[src/rtl/cpu_types_pkg.sv]
// cpu_types_pkg: shared datapath types for the 5-stage MIPS core, plus the EX/MEM latch record.
package cpu_types_pkg;
    typedef logic [31:0] word_t;
    typedef logic [4:0]  regbits_t;
    typedef enum logic [5:0] {
        RTYPE = 6'h00, J    = 6'h02, JAL  = 6'h03, BEQ  = 6'h04, BNE = 6'h05,
        ADDI  = 6'h08, ADDIU = 6'h09, SLTI = 6'h0A, ANDI = 6'h0C, ORI = 6'h0D,
        LUI   = 6'h0F, LW   = 6'h23, SW   = 6'h2B, HALT = 6'h3F
    } opcode_t;
    typedef enum logic [1:0] {IDLE = 2'd0, REQ = 2'd1, DONE = 2'd2} exmem_state_t;
    typedef struct packed {
        logic       RegWrite;
        logic       dWEN;
        logic       dREN;
        logic       Halt;
        logic [1:0] MemtoReg;
        opcode_t    opcode;
        regbits_t   wsel;
        word_t      aluout;
        word_t      rdat2;
        word_t      pcp4;
        word_t      extImm;
    } exmem_t;
endpackage

[src/rtl/ex_mem_if.sv]
// ex_mem_if: EX/MEM pipeline latch signals, data-cache request strobes and hazard busy.
interface ex_mem_if;
    import cpu_types_pkg::*;
    logic ihit, dhit, flush;
    logic RegWrite_in, dWEN_in, dREN_in, Halt_in;
    logic [1:0] MemtoReg_in;
    opcode_t opcode_in;
    regbits_t wsel_in;
    word_t aluout_in, rdat2_in, pcp4_in, extImm_in, dmemload;
    logic RegWrite_out, Halt_out;
    logic [1:0] MemtoReg_out;
    opcode_t opcode_out;
    regbits_t wsel_out;
    word_t aluout_out, rdat2_out, pcp4_out, extImm_out;
    logic dmemREN, dmemWEN, busy;
    word_t dmemaddr, dmemstore, dload_out;

    modport ex_mem_reg (
        input  ihit, dhit, flush, dmemload,
        input  RegWrite_in, dWEN_in, dREN_in, Halt_in, MemtoReg_in, opcode_in, wsel_in,
        input  aluout_in, rdat2_in, pcp4_in, extImm_in,
        output RegWrite_out, Halt_out, MemtoReg_out, opcode_out, wsel_out,
        output aluout_out, rdat2_out, pcp4_out, extImm_out,
        output dmemREN, dmemWEN, dmemaddr, dmemstore, dload_out, busy
    );
    modport tb (
        output ihit, dhit, flush, dmemload,
        output RegWrite_in, dWEN_in, dREN_in, Halt_in, MemtoReg_in, opcode_in, wsel_in,
        output aluout_in, rdat2_in, pcp4_in, extImm_in,
        input  RegWrite_out, Halt_out, MemtoReg_out, opcode_out, wsel_out,
        input  aluout_out, rdat2_out, pcp4_out, extImm_out,
        input  dmemREN, dmemWEN, dmemaddr, dmemstore, dload_out, busy
    );
endinterface

[src/rtl/dmem_req_fsm.sv]
// dmem_req_fsm: tracks the outstanding data-memory request and decodes busy and the cache strobes.
module dmem_req_fsm
    import cpu_types_pkg::*;
(
    input  logic CLK,
    input  logic nRST,
    input  logic advance,
    input  logic flush,
    input  logic mem_op,
    input  logic dhit,
    input  logic dren,
    input  logic dwen,
    output logic busy,
    output logic dmemREN,
    output logic dmemWEN
);
    exmem_state_t state;

    assign busy    = state == REQ;
    assign dmemWEN = busy & dwen;
    assign dmemREN = busy & dren & ~dwen;

    // flush arrives pre-gated: it is only ever high outside REQ and while not frozen
    always_ff @(posedge CLK or negedge nRST) begin
        if (!nRST) state <= IDLE;
        else if (busy) state <= dhit ? DONE : REQ;
        else if (flush) state <= IDLE;
        else if (advance) state <= mem_op ? REQ : IDLE;
    end
endmodule

[src/rtl/ex_mem_reg.sv]
// ex_mem_reg: EX/MEM pipeline latch that also owns the data-memory request and captures load data.
module ex_mem_reg
    import cpu_types_pkg::*;
#(
    parameter bit HALT_STICKY = 1'b1
) (
    input logic CLK,
    input logic nRST,
    ex_mem_if.ex_mem_reg emif
);
    exmem_t r, d;
    word_t dload;
    logic busy, frozen, advance, bubble;

    assign d = '{RegWrite: emif.RegWrite_in, dWEN: emif.dWEN_in, dREN: emif.dREN_in,
                 Halt: emif.Halt_in, MemtoReg: emif.MemtoReg_in, opcode: emif.opcode_in,
                 wsel: emif.wsel_in, aluout: emif.aluout_in, rdat2: emif.rdat2_in,
                 pcp4: emif.pcp4_in, extImm: emif.extImm_in};

    assign frozen  = HALT_STICKY && r.Halt;
    assign advance = emif.ihit & ~busy & ~frozen;
    assign bubble  = emif.flush & ~busy & ~frozen;

    dmem_req_fsm u_fsm (
        .CLK     (CLK),
        .nRST    (nRST),
        .advance (advance),
        .flush   (bubble),
        .mem_op  (emif.dREN_in | emif.dWEN_in),
        .dhit    (emif.dhit),
        .dren    (r.dREN),
        .dwen    (r.dWEN),
        .busy    (busy),
        .dmemREN (emif.dmemREN),
        .dmemWEN (emif.dmemWEN)
    );

    // load data is only taken while the read strobe is actually out
    always_ff @(posedge CLK or negedge nRST) begin
        if (!nRST) begin
            r     <= '0;
            dload <= '0;
        end else if (bubble) begin
            r     <= '0;
            dload <= '0;
        end else if (advance) begin
            r     <= d;
            dload <= '0;
        end else if (emif.dmemREN && emif.dhit) begin
            dload <= emif.dmemload;
        end
    end

    assign emif.RegWrite_out = r.RegWrite;
    assign emif.Halt_out     = r.Halt;
    assign emif.MemtoReg_out = r.MemtoReg;
    assign emif.opcode_out   = r.opcode;
    assign emif.wsel_out     = r.wsel;
    assign emif.aluout_out   = r.aluout;
    assign emif.rdat2_out    = r.rdat2;
    assign emif.pcp4_out     = r.pcp4;
    assign emif.extImm_out   = r.extImm;
    assign emif.dmemaddr     = r.aluout;
    assign emif.dmemstore    = r.rdat2;
    assign emif.dload_out    = dload;
    assign emif.busy         = busy;
endmodule
[src/flat_wrapper.sv]
// flat-port wrapper written by rule: the top's interface ports become plain ports
module ex_mem_reg_flat import cpu_types_pkg::*;
#(
    parameter bit HALT_STICKY = 1'b1
)
  (CLK, nRST, emif_ihit, emif_dhit, emif_flush, emif_dmemload, emif_RegWrite_in, emif_dWEN_in, emif_dREN_in, emif_Halt_in, emif_MemtoReg_in, emif_opcode_in, emif_wsel_in, emif_aluout_in, emif_rdat2_in, emif_pcp4_in, emif_extImm_in, emif_RegWrite_out, emif_Halt_out, emif_MemtoReg_out, emif_opcode_out, emif_wsel_out, emif_aluout_out, emif_rdat2_out, emif_pcp4_out, emif_extImm_out, emif_dmemREN, emif_dmemWEN, emif_dmemaddr, emif_dmemstore, emif_dload_out, emif_busy);
  ex_mem_if emif_i ();
  input logic CLK;
  input logic nRST;
  input wire logic [$bits(emif_i.ihit)-1:0] emif_ihit;
  input wire logic [$bits(emif_i.dhit)-1:0] emif_dhit;
  input wire logic [$bits(emif_i.flush)-1:0] emif_flush;
  input wire logic [$bits(emif_i.dmemload)-1:0] emif_dmemload;
  input wire logic [$bits(emif_i.RegWrite_in)-1:0] emif_RegWrite_in;
  input wire logic [$bits(emif_i.dWEN_in)-1:0] emif_dWEN_in;
  input wire logic [$bits(emif_i.dREN_in)-1:0] emif_dREN_in;
  input wire logic [$bits(emif_i.Halt_in)-1:0] emif_Halt_in;
  input wire logic [$bits(emif_i.MemtoReg_in)-1:0] emif_MemtoReg_in;
  input wire logic [$bits(emif_i.opcode_in)-1:0] emif_opcode_in;
  input wire logic [$bits(emif_i.wsel_in)-1:0] emif_wsel_in;
  input wire logic [$bits(emif_i.aluout_in)-1:0] emif_aluout_in;
  input wire logic [$bits(emif_i.rdat2_in)-1:0] emif_rdat2_in;
  input wire logic [$bits(emif_i.pcp4_in)-1:0] emif_pcp4_in;
  input wire logic [$bits(emif_i.extImm_in)-1:0] emif_extImm_in;
  output wire logic [$bits(emif_i.RegWrite_out)-1:0] emif_RegWrite_out;
  output wire logic [$bits(emif_i.Halt_out)-1:0] emif_Halt_out;
  output wire logic [$bits(emif_i.MemtoReg_out)-1:0] emif_MemtoReg_out;
  output wire logic [$bits(emif_i.opcode_out)-1:0] emif_opcode_out;
  output wire logic [$bits(emif_i.wsel_out)-1:0] emif_wsel_out;
  output wire logic [$bits(emif_i.aluout_out)-1:0] emif_aluout_out;
  output wire logic [$bits(emif_i.rdat2_out)-1:0] emif_rdat2_out;
  output wire logic [$bits(emif_i.pcp4_out)-1:0] emif_pcp4_out;
  output wire logic [$bits(emif_i.extImm_out)-1:0] emif_extImm_out;
  output wire logic [$bits(emif_i.dmemREN)-1:0] emif_dmemREN;
  output wire logic [$bits(emif_i.dmemWEN)-1:0] emif_dmemWEN;
  output wire logic [$bits(emif_i.dmemaddr)-1:0] emif_dmemaddr;
  output wire logic [$bits(emif_i.dmemstore)-1:0] emif_dmemstore;
  output wire logic [$bits(emif_i.dload_out)-1:0] emif_dload_out;
  output wire logic [$bits(emif_i.busy)-1:0] emif_busy;
  assign emif_i.ihit = emif_ihit;
  assign emif_i.dhit = emif_dhit;
  assign emif_i.flush = emif_flush;
  assign emif_i.dmemload = emif_dmemload;
  assign emif_i.RegWrite_in = emif_RegWrite_in;
  assign emif_i.dWEN_in = emif_dWEN_in;
  assign emif_i.dREN_in = emif_dREN_in;
  assign emif_i.Halt_in = emif_Halt_in;
  assign emif_i.MemtoReg_in = emif_MemtoReg_in;
  assign emif_i.opcode_in = emif_opcode_in;
  assign emif_i.wsel_in = emif_wsel_in;
  assign emif_i.aluout_in = emif_aluout_in;
  assign emif_i.rdat2_in = emif_rdat2_in;
  assign emif_i.pcp4_in = emif_pcp4_in;
  assign emif_i.extImm_in = emif_extImm_in;
  assign emif_RegWrite_out = emif_i.RegWrite_out;
  assign emif_Halt_out = emif_i.Halt_out;
  assign emif_MemtoReg_out = emif_i.MemtoReg_out;
  assign emif_opcode_out = emif_i.opcode_out;
  assign emif_wsel_out = emif_i.wsel_out;
  assign emif_aluout_out = emif_i.aluout_out;
  assign emif_rdat2_out = emif_i.rdat2_out;
  assign emif_pcp4_out = emif_i.pcp4_out;
  assign emif_extImm_out = emif_i.extImm_out;
  assign emif_dmemREN = emif_i.dmemREN;
  assign emif_dmemWEN = emif_i.dmemWEN;
  assign emif_dmemaddr = emif_i.dmemaddr;
  assign emif_dmemstore = emif_i.dmemstore;
  assign emif_dload_out = emif_i.dload_out;
  assign emif_busy = emif_i.busy;
  ex_mem_reg #(.HALT_STICKY(HALT_STICKY)) u_core (.CLK(CLK), .nRST(nRST), .emif(emif_i));
endmodule
[config.mk]
export PLATFORM = sky130hd
export DESIGN_NAME = ex_mem_reg_flat
export DESIGN_NICKNAME = d
export VERILOG_FILES = /design/src/rtl/cpu_types_pkg.sv /design/src/rtl/ex_mem_if.sv /design/src/rtl/dmem_req_fsm.sv /design/src/rtl/ex_mem_reg.sv /design/src/flat_wrapper.sv
export SDC_FILE = /design/constraint.sdc
export NUM_CORES = 1
export LEC_CHECK = 0
export BUFFER_PORTS_ARGS = -buffer_cell sky130_fd_sc_hd__buf_2
export CAP_MARGIN = 40
export CORE_AREA = 2 2 167 169
export DETAILED_ROUTE_END_ITERATION = 6
export DIE_AREA = 0 0 169 171
export MAX_ROUTING_LAYER = met4
export PLACE_DENSITY_LB_ADDON = 0.12
export SLEW_MARGIN = 20
export SYNTH_ARGS = -nofsm -noshare
export SYNTH_HDL_FRONTEND = slang
export SYNTH_SLANG_ARGS = --single-unit
export TNS_END_PERCENT = 20
[constraint.sdc]
create_clock -name CLK -period 1.9 [get_ports CLK]
set_clock_uncertainty 0.1 [all_clocks]
set_input_delay 0.19 -clock CLK [delete_from_list [all_inputs] [get_ports CLK]]
set_output_delay 0.19 -clock CLK [all_outputs]
set_load 0.01 [all_outputs]
==> results of run 1 <==
## synthesized netlist by cell type (all sizes together)
| master | number | area (sq um) |
|---|---|---|
| nand2b | 4 | 32.53 |
| inv | 2 | 7.500 |
| a31o | 1 | 8.760 |
| buf | 90 | 689.4 |
| o21bai | 1 | 18.77 |
| nor2 | 4 | 25.03 |
| and3b | 1 | 8.760 |
| nand3b | 1 | 7.510 |
| o211ai | 1 | 7.510 |
| clkbuf | 47 | 186.4 |
| dfrtp | 179 | 4479 |
| o21ai | 302 | 1587 |
| a31oi | 1 | 6.260 |
| nand2 | 147 | 551.8 |
| nor2b | 1 | 6.260 |
| and2 | 1 | 6.260 |
| a2bb2oi | 1 | 26.28 |
| nand3 | 14 | 70.07 |
| a21oi | 14 | 70.07 |
| a22o | 18 | 157.7 |
## tightest hold or removal path, delay by kind of cell
kind / cells / cell delay [ns]
buf+inv: 2 / 0.20
compound gates: 1 / 0.13
## sequential cells by signal, summed over array words and instances, names as in the netlist
name                      cells
u_core.emif.Halt_out          1
u_core.emif.MemtoReg_out      2
u_core.emif.RegWrite_out      1
u_core.emif.aluout_out       32
u_core.emif.dload_out        32
u_core.emif.dmemstore        32
u_core.emif.extImm_out       32
u_core.emif.opcode_out        6
u_core.emif.pcp4_out         32
u_core.emif.wsel_out          5
u_core.r                      2
u_core.u_fsm.state            2
## power by group
part | internal, mW | switching [mW] | leakage [nW]
sequential | 5.40 | 0.959 | 2.29
combinational | 3.27 | 4.80 | 3.93
clock | 1.77 | 1.82 | 0.284
total | 10.4 | 7.58 | 6.50
## repair_timing
item	4_1_cts	5_1_grt
hold buffers	179	0
cloned	0	1
endpoints found under the setup margin	1	15
hold endpoints to repair	351	0
gates resized for setup	1	1
pin swaps	0	0
## worst max path at each step
stage / endpoint / slack, ns / cells after the start
2_1_floorplan: emif_dmemWEN / 0.40 / 5
5_1_grt: emif_busy / 0.009 / 4
6_report: emif_busy / 0.09 / 4
3_5_place_dp: u_core.emif.aluout_out[0] / 0.15 / 5
4_1_cts: emif_busy / 0.06 / 4
3_3_place_gp: u_core.emif.dmemstore[9] / 0.18 / 5
## logic make-up after synthesis
kind of cell	share of synthesized area, %
AO/OA/AOI/OAI	23.66
buffers and inverters	11.11
flip-flops	56.32
AND/OR/NAND/NOR	8.905
## through the flow
| stage | setup WS (ns) | instance area [sq um] | hold slack, ns | cells | util (%) |
|---|---|---|---|---|---|
| 2_1_floorplan | 0.4022 | 7953 | -0.2056 | 830 | - |
| 3_3_place_gp | 0.1790 | 10030 | 0.04093 | 1488 | 36.72 |
| 3_5_place_dp | 0.1456 | 10030 | 0.04050 | 1488 | 36.72 |
| 4_1_cts | 0.05618 | 12420 | 0.01385 | 1699 | 45.45 |
| 5_1_grt | 0.008628 | 12450 | 0.03072 | 1700 | 45.57 |
| 6_report | 0.09239 | 12450 | 0.03145 | 1700 | 45.57 |
## routing by layer
layer	part of all wire [%]	up-vias	global-route usage [%]
li1	-	3792	-
met1	44	3811	25.03
met2	49	308	31.08
met3	5.8	22	3.979
met4	1.3	0	4.534
met5	0	-	-
## area by class of cell
type	instances	area, sq um
sequential	179	4479
multi-input combinational	512	2605
timing repair buffer	629	4334
tap	346	432.9
inverter	2	10.01
clock inverter	15	165.2
clock buffer	17	425.4
fill	2751	14870
==> results.toml, run 1 <==
[global_routing]
grt-ovfl-total = 0
grt_pass1_vias = 7676
antenna_found_initial = 0
grt_usage_pct = 19.26
grt_start_max_net_pins = 87
grt_first_pass_wirelength_microns = 42860

[setup_path]
crit_fanout = 15
path_buf_inv = 3
crit_path_start_kind = "flip-flop"
worstPathRequired_ns = 1.61
reg2reg_slack_ns = 0.26
crit_family = "buffers and inverters"
crit_slowest_cell = "dfrtp_1"
crit_start = "u_core.u_fsm.state[1]"
cp_data_arrival_time_ns = 1.52
end_kind = "output port"
max_stage_delay_ns = 0.41
timing.rr.end = "u_core.emif.dmemstore[5]"
timing.rr.start = "u_core.emif.Halt_out"
critPathKind = "flip-flop to output port"
path_cells = "nand2b_4, inv_4, buf_6, buf_2"
rr_worst_depth = 4

[timing]
tns_ns = 0
final-setup-viol-count = 0
finalCritPeriodShare_pct = 95.14
hold_viol_final = 0
maxSlewViolCount = 0
rsz0062_at_grt = "no"
max_slew.worst_pin.slew_ns = 0.5422
period_needed_ns = 1.808
clock.fmax_mhz = 553.2
slew_headroom_pct = 63.72

[finish]
drive_gt1_share_pct = 37.74
mostFrequentLayoutCell = "buf_2"
syn_to_final_growth_pct = 56.58
finalNetCount = 1523
layout_common_cells = "buf_2 (422), o21ai_0 (221), dlygate4sd3_1 (179), dfrtp_1 (179), nand2_1 (147)"
antenna_cells = 0

[hold_path]
whs_endpoint = "u_core.emif.Halt_out"
holdPathStages = 3
min_path_type = "primary input to flip-flop"
holdCritStartpoint = "emif_flush"

[power_and_ir_drop]
power_density_nw_per_um2 = 1447
ir_drop_v = 0.0005303
total_power_mw = 18.02
p_leak_nw = 6.502

[synthesis]
ys_ff_latch = 179
synthCells = 830
ys_warn_count = 0
synthesis.area_sq_um = 7953
seq_area_frac_synth_pct = 56.32
ys_types = 30
synth_nets = 1012
avgSynthCellArea_sq_um = 9.581

[clock_network]
cts_tree = "yes"
htreeDepth = 4
ctsLongestPathBuffers = 2
clkTransAtPathRegs_ns = 0.08
clkLatencyLatePin_ns = 0.42
clock_sinks = 179
cts_root_buffer = "clkbuf_16"
post_cts_buffers = 0
cts_buffers = 17

[route]
avgRoutedWirePerCell_microns = 16.69
viasPerCell = 4.666
drc = 0
drt_wl_total_microns = 28370
drt_iter0_drc = 405
firstDrtPassIters = 4
ant_nets = 0
vias = 7933

[place]
io_buffer_count = 423
post-dp-hpwl_microns = 18460
place_congestion = 0.7311

[floorplan]
die_h_microns = 171
die_area_sq_um = 28900
dieWidth_microns = 169
start_util_pct = 29.11
coreArea_sq_um = 27320
ioPinCount = 424
rows = 61

[run]
max_cap_violations = 0

[run_status]
status = "completed"
Power figures use the tool's default switching activity.
==> run 2: changes to the inputs <==
--- a/config.mk
+++ b/config.mk
@@ -12,6 +12,7 @@
 export DIE_AREA = 0 0 169 171
 export MAX_ROUTING_LAYER = met4
 export PLACE_DENSITY_LB_ADDON = 0.12
+export RECOVER_POWER = 50
 export SLEW_MARGIN = 20
 export SYNTH_ARGS = -nofsm -noshare
 export SYNTH_HDL_FRONTEND = slang
==> run 2 against run 1 <==
  * Critical path depth unchanged
  * Routed wire length up 0.20%
  * First-iteration DRC count up 3.7%
  * Count of clock-buffer cells in the layout unchanged
  * Register-to-register slack about the same
  * Utilization down 0.66 points
  * Maximum frequency about the same
  * Global-route usage unchanged
  * Sequential cell count unchanged
  * Combinational power down 3.5%
  * Total power down 1.4%
  * Largest cell class unchanged
==> results.toml, run 2 (synthesized netlist as in run 1, its figures left out) <==
[timing]
hold_viol_final = 0
final-setup-viol-count = 0
clock.fmax_mhz = 553.0
rsz0062_at_grt = "no"
finalCritPeriodShare_pct = 95.18
maxSlewViolCount = 0
setup_slack_ns = 0.09164
period_needed_ns = 1.808
max_slew.worst_pin.slew_ns = 1.056
slew_headroom_pct = 29.58
tns_ns = 0

[power_and_ir_drop]
power_density_nw_per_um2 = 1449
ir_drop_v = 0.0005203
p_leak_nw = 6.061

[clock_network]
clkLatencyLatePin_ns = 0.42
cts_buffers = 17
htreeDepth = 4
post_cts_buffers = 0
cts_tree = "yes"
clkTransAtPathRegs_ns = 0.08
clock_sinks = 179
ctsLongestPathBuffers = 2
cts_root_buffer = "clkbuf_16"

[finish]
syn_to_final_growth_pct = 54.29
layout_common_cells = "buf_2 (303), o21ai_0 (221), dlygate4sd3_1 (179), dfrtp_1 (179), nand2_1 (147)"
fin_cells = 1700
antenna_cells = 0
finalNetCount = 1523
final_cell_area_sq_um = 12270
drive_gt1_share_pct = 28.95
mostFrequentLayoutCell = "buf_2"

[floorplan]
die_h_microns = 171
start_util_pct = 29.11
coreArea_sq_um = 27320
dieWidth_microns = 169
die_area_sq_um = 28900
rows = 61
ioPinCount = 424

[setup_path]
rr_worst_depth = 4
worstPathRequired_ns = 1.61
crit_fanout = 15
timing.rr.start = "u_core.emif.Halt_out"
end_kind = "output port"
critPathKind = "flip-flop to output port"
reg2reg_slack_ns = 0.25
timing.rr.end = "u_core.emif.dmemstore[10]"
cp_data_arrival_time_ns = 1.52
crit_start = "u_core.u_fsm.state[1]"
crit_path_start_kind = "flip-flop"
cp-endpoint = "emif_busy"

[place]
placed_cells = 1488
dpl-instance-area_sq_um = 10030
io_buffer_count = 423
place_congestion = 0.7311
post-dp-hpwl_microns = 18460
dp_slack_ns = 0.1456

[hold_path]
min_path_type = "primary input to flip-flop"

[global_routing]
grt_start_max_net_pins = 87
grt_first_pass_wirelength_microns = 42860
antenna_found_initial = 0
grt-ovfl-total = 0
grt_usage_pct = 19.26
grt_pass1_vias = 7676

[run_status]
status = "completed"

[route]
avgRoutedWirePerCell_microns = 16.72
drt_iter0_drc = 420
ant_nets = 0
firstDrtPassIters = 5
vias = 7885
viasPerCell = 4.638
drc = 0
drt_wl_total_microns = 28420

[run]
max_cap_violations = 0
## run 2: cell types whose count changed in the layout (fill, tap and decap cells not counted)
cell / previous run / this run
buf_2: 422 / 303
clkbuf_2: 0 / 1
buf_6: 2 / 4
clkbuf_1: 0 / 119
buf_12: 14 / 11
## run 2: critical path, stage by stage (launching register included)
cell,delay [ns]
dfrtp_1,0.41
nand2b_4,0.19
inv_4,0.16
buf_6,0.18
buf_2,0.15
## run 2: stage by stage
step | util (%) | total power, mW | hold slack (ns)
floorplan | - | 11.24 | -0.2056
global placement | 36.72 | 14.20 | 0.04093
detailed placement | 36.72 | 14.25 | 0.04050
CTS | 45.45 | 18.21 | 0.01385
global route | 44.91 | 19.09 | 0.03072
finish | 44.91 | 17.78 | 0.03073
## run 2: how the worst min path moves through the flow
| stage | start | end | slack, ns | depth (start not counted) |
|---|---|---|---|---|
| floorplan | nRST | u_core.emif.Halt_out | -0.21 | 0 |
| finish | emif_flush | u_core.emif.Halt_out | 0.03 | 3 |
| global route | emif_flush | u_core.emif.Halt_out | 0.03 | 3 |
| CTS | emif_flush | u_core.emif.Halt_out | 0.01 | 3 |
| detailed placement | nRST | u_core.emif.dload_out[29] | 0.04 | 1 |
| global placement | nRST | u_core.emif.dload_out[29] | 0.04 | 1 |
## run 2: where the power goes
part / switching, mW / total (mW) / leakage, nW / internal [mW]
Combinational: 4.81 / 7.79 / 3.49 / 2.98
Clock: 1.83 / 3.60 / 0.284 / 1.77
Sequential: 0.989 / 6.39 / 2.29 / 5.40
Total: 7.62 / 17.8 / 6.06 / 10.2
## run 2: layout make-up
cell class	instances	area, sq um
clock inverter	15	165.2
fill	2813	15050
inverter	2	10.01
sequential	179	4479
timing repair buffer	629	4153
clock buffer	17	425.4
multi-input combinational	512	2605
tap	346	432.9
## run 2: repair_timing
item,in CTS,in global routing
cloned,0,1
pin swaps,0,0
endpoints found under the hold margin,351,0
gates resized for setup,1,1
endpoints found under the setup margin,1,15
hold buffers,179,0
## run 2: metal layers
metal  GRT usage [%]  wire length, microns  up-vias
met5               -                     0        -
met4           4.534                   386        0
met3           3.979                  1631       22
met2           31.08                 13850      292
met1           25.03                 12550     3777
li1                -                     -     3794
==> run 3: changes to the inputs <==
--- a/config.mk
+++ b/config.mk
@@ -13,8 +13,10 @@
 export MAX_ROUTING_LAYER = met4
 export PLACE_DENSITY_LB_ADDON = 0.12
 export RECOVER_POWER = 50
+export SETUP_SLACK_MARGIN = 0.05
 export SLEW_MARGIN = 20
 export SYNTH_ARGS = -nofsm -noshare
 export SYNTH_HDL_FRONTEND = slang
+export SYNTH_HIERARCHICAL = 1
 export SYNTH_SLANG_ARGS = --single-unit
 export TNS_END_PERCENT = 20
==> constraint.sdc (replaced) <==
create_clock -name CLK -period 2.34 [get_ports CLK]
set_clock_uncertainty 0.1 [all_clocks]
set_input_delay 0.234 -clock CLK [delete_from_list [all_inputs] [get_ports CLK]]
set_output_delay 0.234 -clock CLK [all_outputs]
set_load 0.01 [all_outputs]
==> run 3 against run 2 <==
  * The flow now finishes with violations (capacitance limit, slew limit)
  * First-iteration DRC count shrank 17%
  * Total power decreased by 24%
  * Via count shrank 18%
  * Synthesized cell count is 14% lower
  * Sequential cell count unchanged
  * Register-to-register slack better by 0.11 ns
==> results.toml, run 3 <==
[timing]
hold_viol_final = 0
max_slew.worst_pin.slew_ns = 1.521
final-setup-viol-count = 0
rsz0062_at_grt = "no"
maxSlewViolCount = 52
slew_headroom_pct = -1.371
period_needed_ns = 1.979
clock.fmax_mhz = 505.3
tns_ns = 0
finalCritPeriodShare_pct = 84.58

[global_routing]
grt_start_max_net_pins = 72
antenna_found_initial = 1
grt-ovfl-total = 0
grt_usage_pct = 16.26
grt_pass1_vias = 6461
grt_first_pass_wirelength_microns = 35730

[setup_path]
crit_fanout = 62
cp_data_arrival_time_ns = 2.18
worstPathRequired_ns = 2.54
reg2reg_slack_ns = 0.36
end_kind = "flip-flop"
timing.rr.start = "u_core/u_fsm/state[0]"
cp-endpoint = "u_core/emif.aluout_out[7]"
crit_path_start_kind = "flip-flop"
rr_worst_depth = 5
timing.rr.end = "u_core/emif.aluout_out[7]"
critPathKind = "flip-flop to flip-flop"
crit_start = "u_core/u_fsm/state[0]"

[clock_network]
htreeDepth = 4
cts_root_buffer = "clkbuf_16"
post_cts_buffers = 0
cts_tree = "yes"
cts_buffers = 17
clkLatencyLatePin_ns = 0.41
cts_hold_buffers = 179
postCtsResizedCells = 0
clock_sinks = 179
ctsLongestPathBuffers = 2
clkTransAtPathRegs_ns = 0.07

[power_and_ir_drop]
p_int_mw = 8.390
total_power_mw = 13.58
power_switching_share_pct = 38.23
seqPwrFrac_pct = 39.6
power_density_nw_per_um2 = 1195
comb_power_share_pct = 38.6
ir_drop_v = 0.0005192
p_leak_nw = 5.751
power_frac_clock_pct = 21.8
power.switching_mw = 5.194

[finish]
drive_gt1_share_pct = 32.14
mostFrequentLayoutCell = "buf_2"
fillCellCount = 2734
final_cell_area_sq_um = 11360
finalNetCount = 1286
syn_to_final_growth_pct = 39.78
layout_common_cells = "buf_2 (301), dlygate4sd3_1 (179), dfrtp_1 (179), a22o_1 (133), clkbuf_1 (121)"

[route]
drt_wl_total_microns = 23660
firstDrtPassIters = 4
avgRoutedWirePerCell_microns = 16.16
ant_nets = 0
viasPerCell = 4.415
vias = 6463
drc = 0
drt_iter0_drc = 350

[synthesis]
ys.flop_type = "dfrtp_1"
yosys-top-cells-count = "buf_4 (205), dfrtp_1 (179), a22o_1 (133)"
ys_ff_latch = 179
yosys-top-cells-area = "dfrtp_1 (55%), buf_4 (19%), a22o_1 (14%)"
synthesis.area_sq_um = 8130
ys_types = 24
ys_warn_count = 6
async_flop_share_pct = 100.0
avgSynthCellArea_sq_um = 11.40
synthCells = 713
synth_top_area_share_pct = 55.09
seq_area_frac_synth_pct = 55.09
yosysTopAreaCell = "dfrtp_1"
synth-edff-count = 0
yosysMostFrequentCell = "buf_4"
synth_nets = 895

[run]
max_cap_violations = 1

[floorplan]
ioPinCount = 424
start_util_pct = 29.76
dieWidth_microns = 169
die_area_sq_um = 28900
die_h_microns = 171
coreArea_sq_um = 27320
rows = 61

[place]
place_congestion = 0.7429
io_buffer_count = 423
dpl-instance-area_sq_um = 9130
post-dp-hpwl_microns = 15600

[run_status]
status = "finished with violations"
violations = "capacitance limit, slew limit"

[hold_path]
min_path_type = "primary input to flip-flop"
-- run 3: cell types whose count changed in the layout (fill, tap and decap cells not counted), moves of 3 or more --
| cell | delta |
|---|---|
| a22o_1 | +115 |
| a21oi_1 | +18 |
| buf_12 | -5 |
| nand3_1 | -14 |
| clkinv_8 | -3 |
| clkbuf_2 | +3 |
| buf_6 | -4 |
| o21ai_2 | -20 |
| nand2b_4 | -3 |
| o21ai_1 | -61 |
| nand2_1 | -70 |
| o21ai_0 | -199 |
-- run 3: worst max-delay path, cell delays in order (launching register included) --
cell and delay (ns):
dfrtp_1 0.42, nor2b_2 0.20, or2_1 0.23, or2_4 0.27, buf_4 0.34, a22o_1 0.28
-- run 3: how the worst min path moves through the flow --
stage,startpoint,end,slack (ns),cells past startpoint
global placement,nRST,u_core/emif.aluout_out[22],0.16,1
global route,emif_flush,u_core/emif.dmemstore[17],0.10,2
CTS,emif_flush,u_core/emif.dmemstore[17],0.07,2
finish,emif_flush,u_core/emif.dmemstore[17],0.1,2
floorplan,nRST,u_core/emif.Halt_out,-0.16,0
detailed placement,nRST,u_core/emif.aluout_out[21],0.15,1
-- run 3: stage by stage --
| stage | hold slack (ns) | instances | worst slack [ns] | util [%] |
|---|---|---|---|---|
| after CTS | 0.06866 | 1463 | 0.3522 | 42.19 |
| final | 0.09810 | 1464 | 0.3609 | 41.59 |
| after global routing | 0.1008 | 1464 | 0.1185 | 41.59 |
| after floorplan | -0.1616 | 713 | 0.4827 | - |
| after detailed placement | 0.1496 | 1252 | 0.3660 | 33.41 |
| after global placement | 0.1621 | 1252 | 0.4023 | 33.41 |
-- run 3: power groups by stage --
stage / Clock (mW) / Combinational (mW) / Sequential (mW)
floorplan: 0 / 5.14 / 5.21
global placement: 0 / 5.27 / 5.42
detailed placement: 0 / 5.31 / 5.37
CTS: 3.08 / 5.55 / 5.36
global route: 3.22 / 5.75 / 5.57
finish: 2.96 / 5.25 / 5.38
-- run 3: routing by layer --
layer / vias to the layer above / wire [microns] / GRT usage, % / share of wire, %
met5: - / 0 / - / 0
met1: 3153 / 10050 / 19.96 / 42
li1: 3040 / - / - / -
met2: 253 / 11710 / 26.55 / 49
met3: 17 / 1567 / 4.326 / 6.6
met4: 0 / 331 / 4.608 / 1.4
-- run 3: final cells by class --
class | count | area [sq um] | share of cell area (%)
Timing Repair Buffer | 621 | 3968 | 34.91
Clock inverter | 13 | 152.6 | 1.343
Inverter | 2 | 7.507 | 0.06606
Multi-Input combinational cell | 283 | 1869 | 16.45
Clock buffer | 19 | 452.9 | 3.985
Sequential cell | 179 | 4479 | 39.41
Tap cell | 346 | 432.9 | 3.809
Antenna cell | 1 | 2.502 | 0.02202
-- run 3: kinds of logic after synthesis --
| logic type | Yosys count | share of synthesized area, % |
|---|---|---|
| AOI/OAI and AO/OA | 190 | 17.93 |
| buffers and inverters | 251 | 22.01 |
| DFF | 179 | 55.09 |
| muxes | 1 | 0.1231 |
| and+or+nand+nor | 92 | 4.848 |
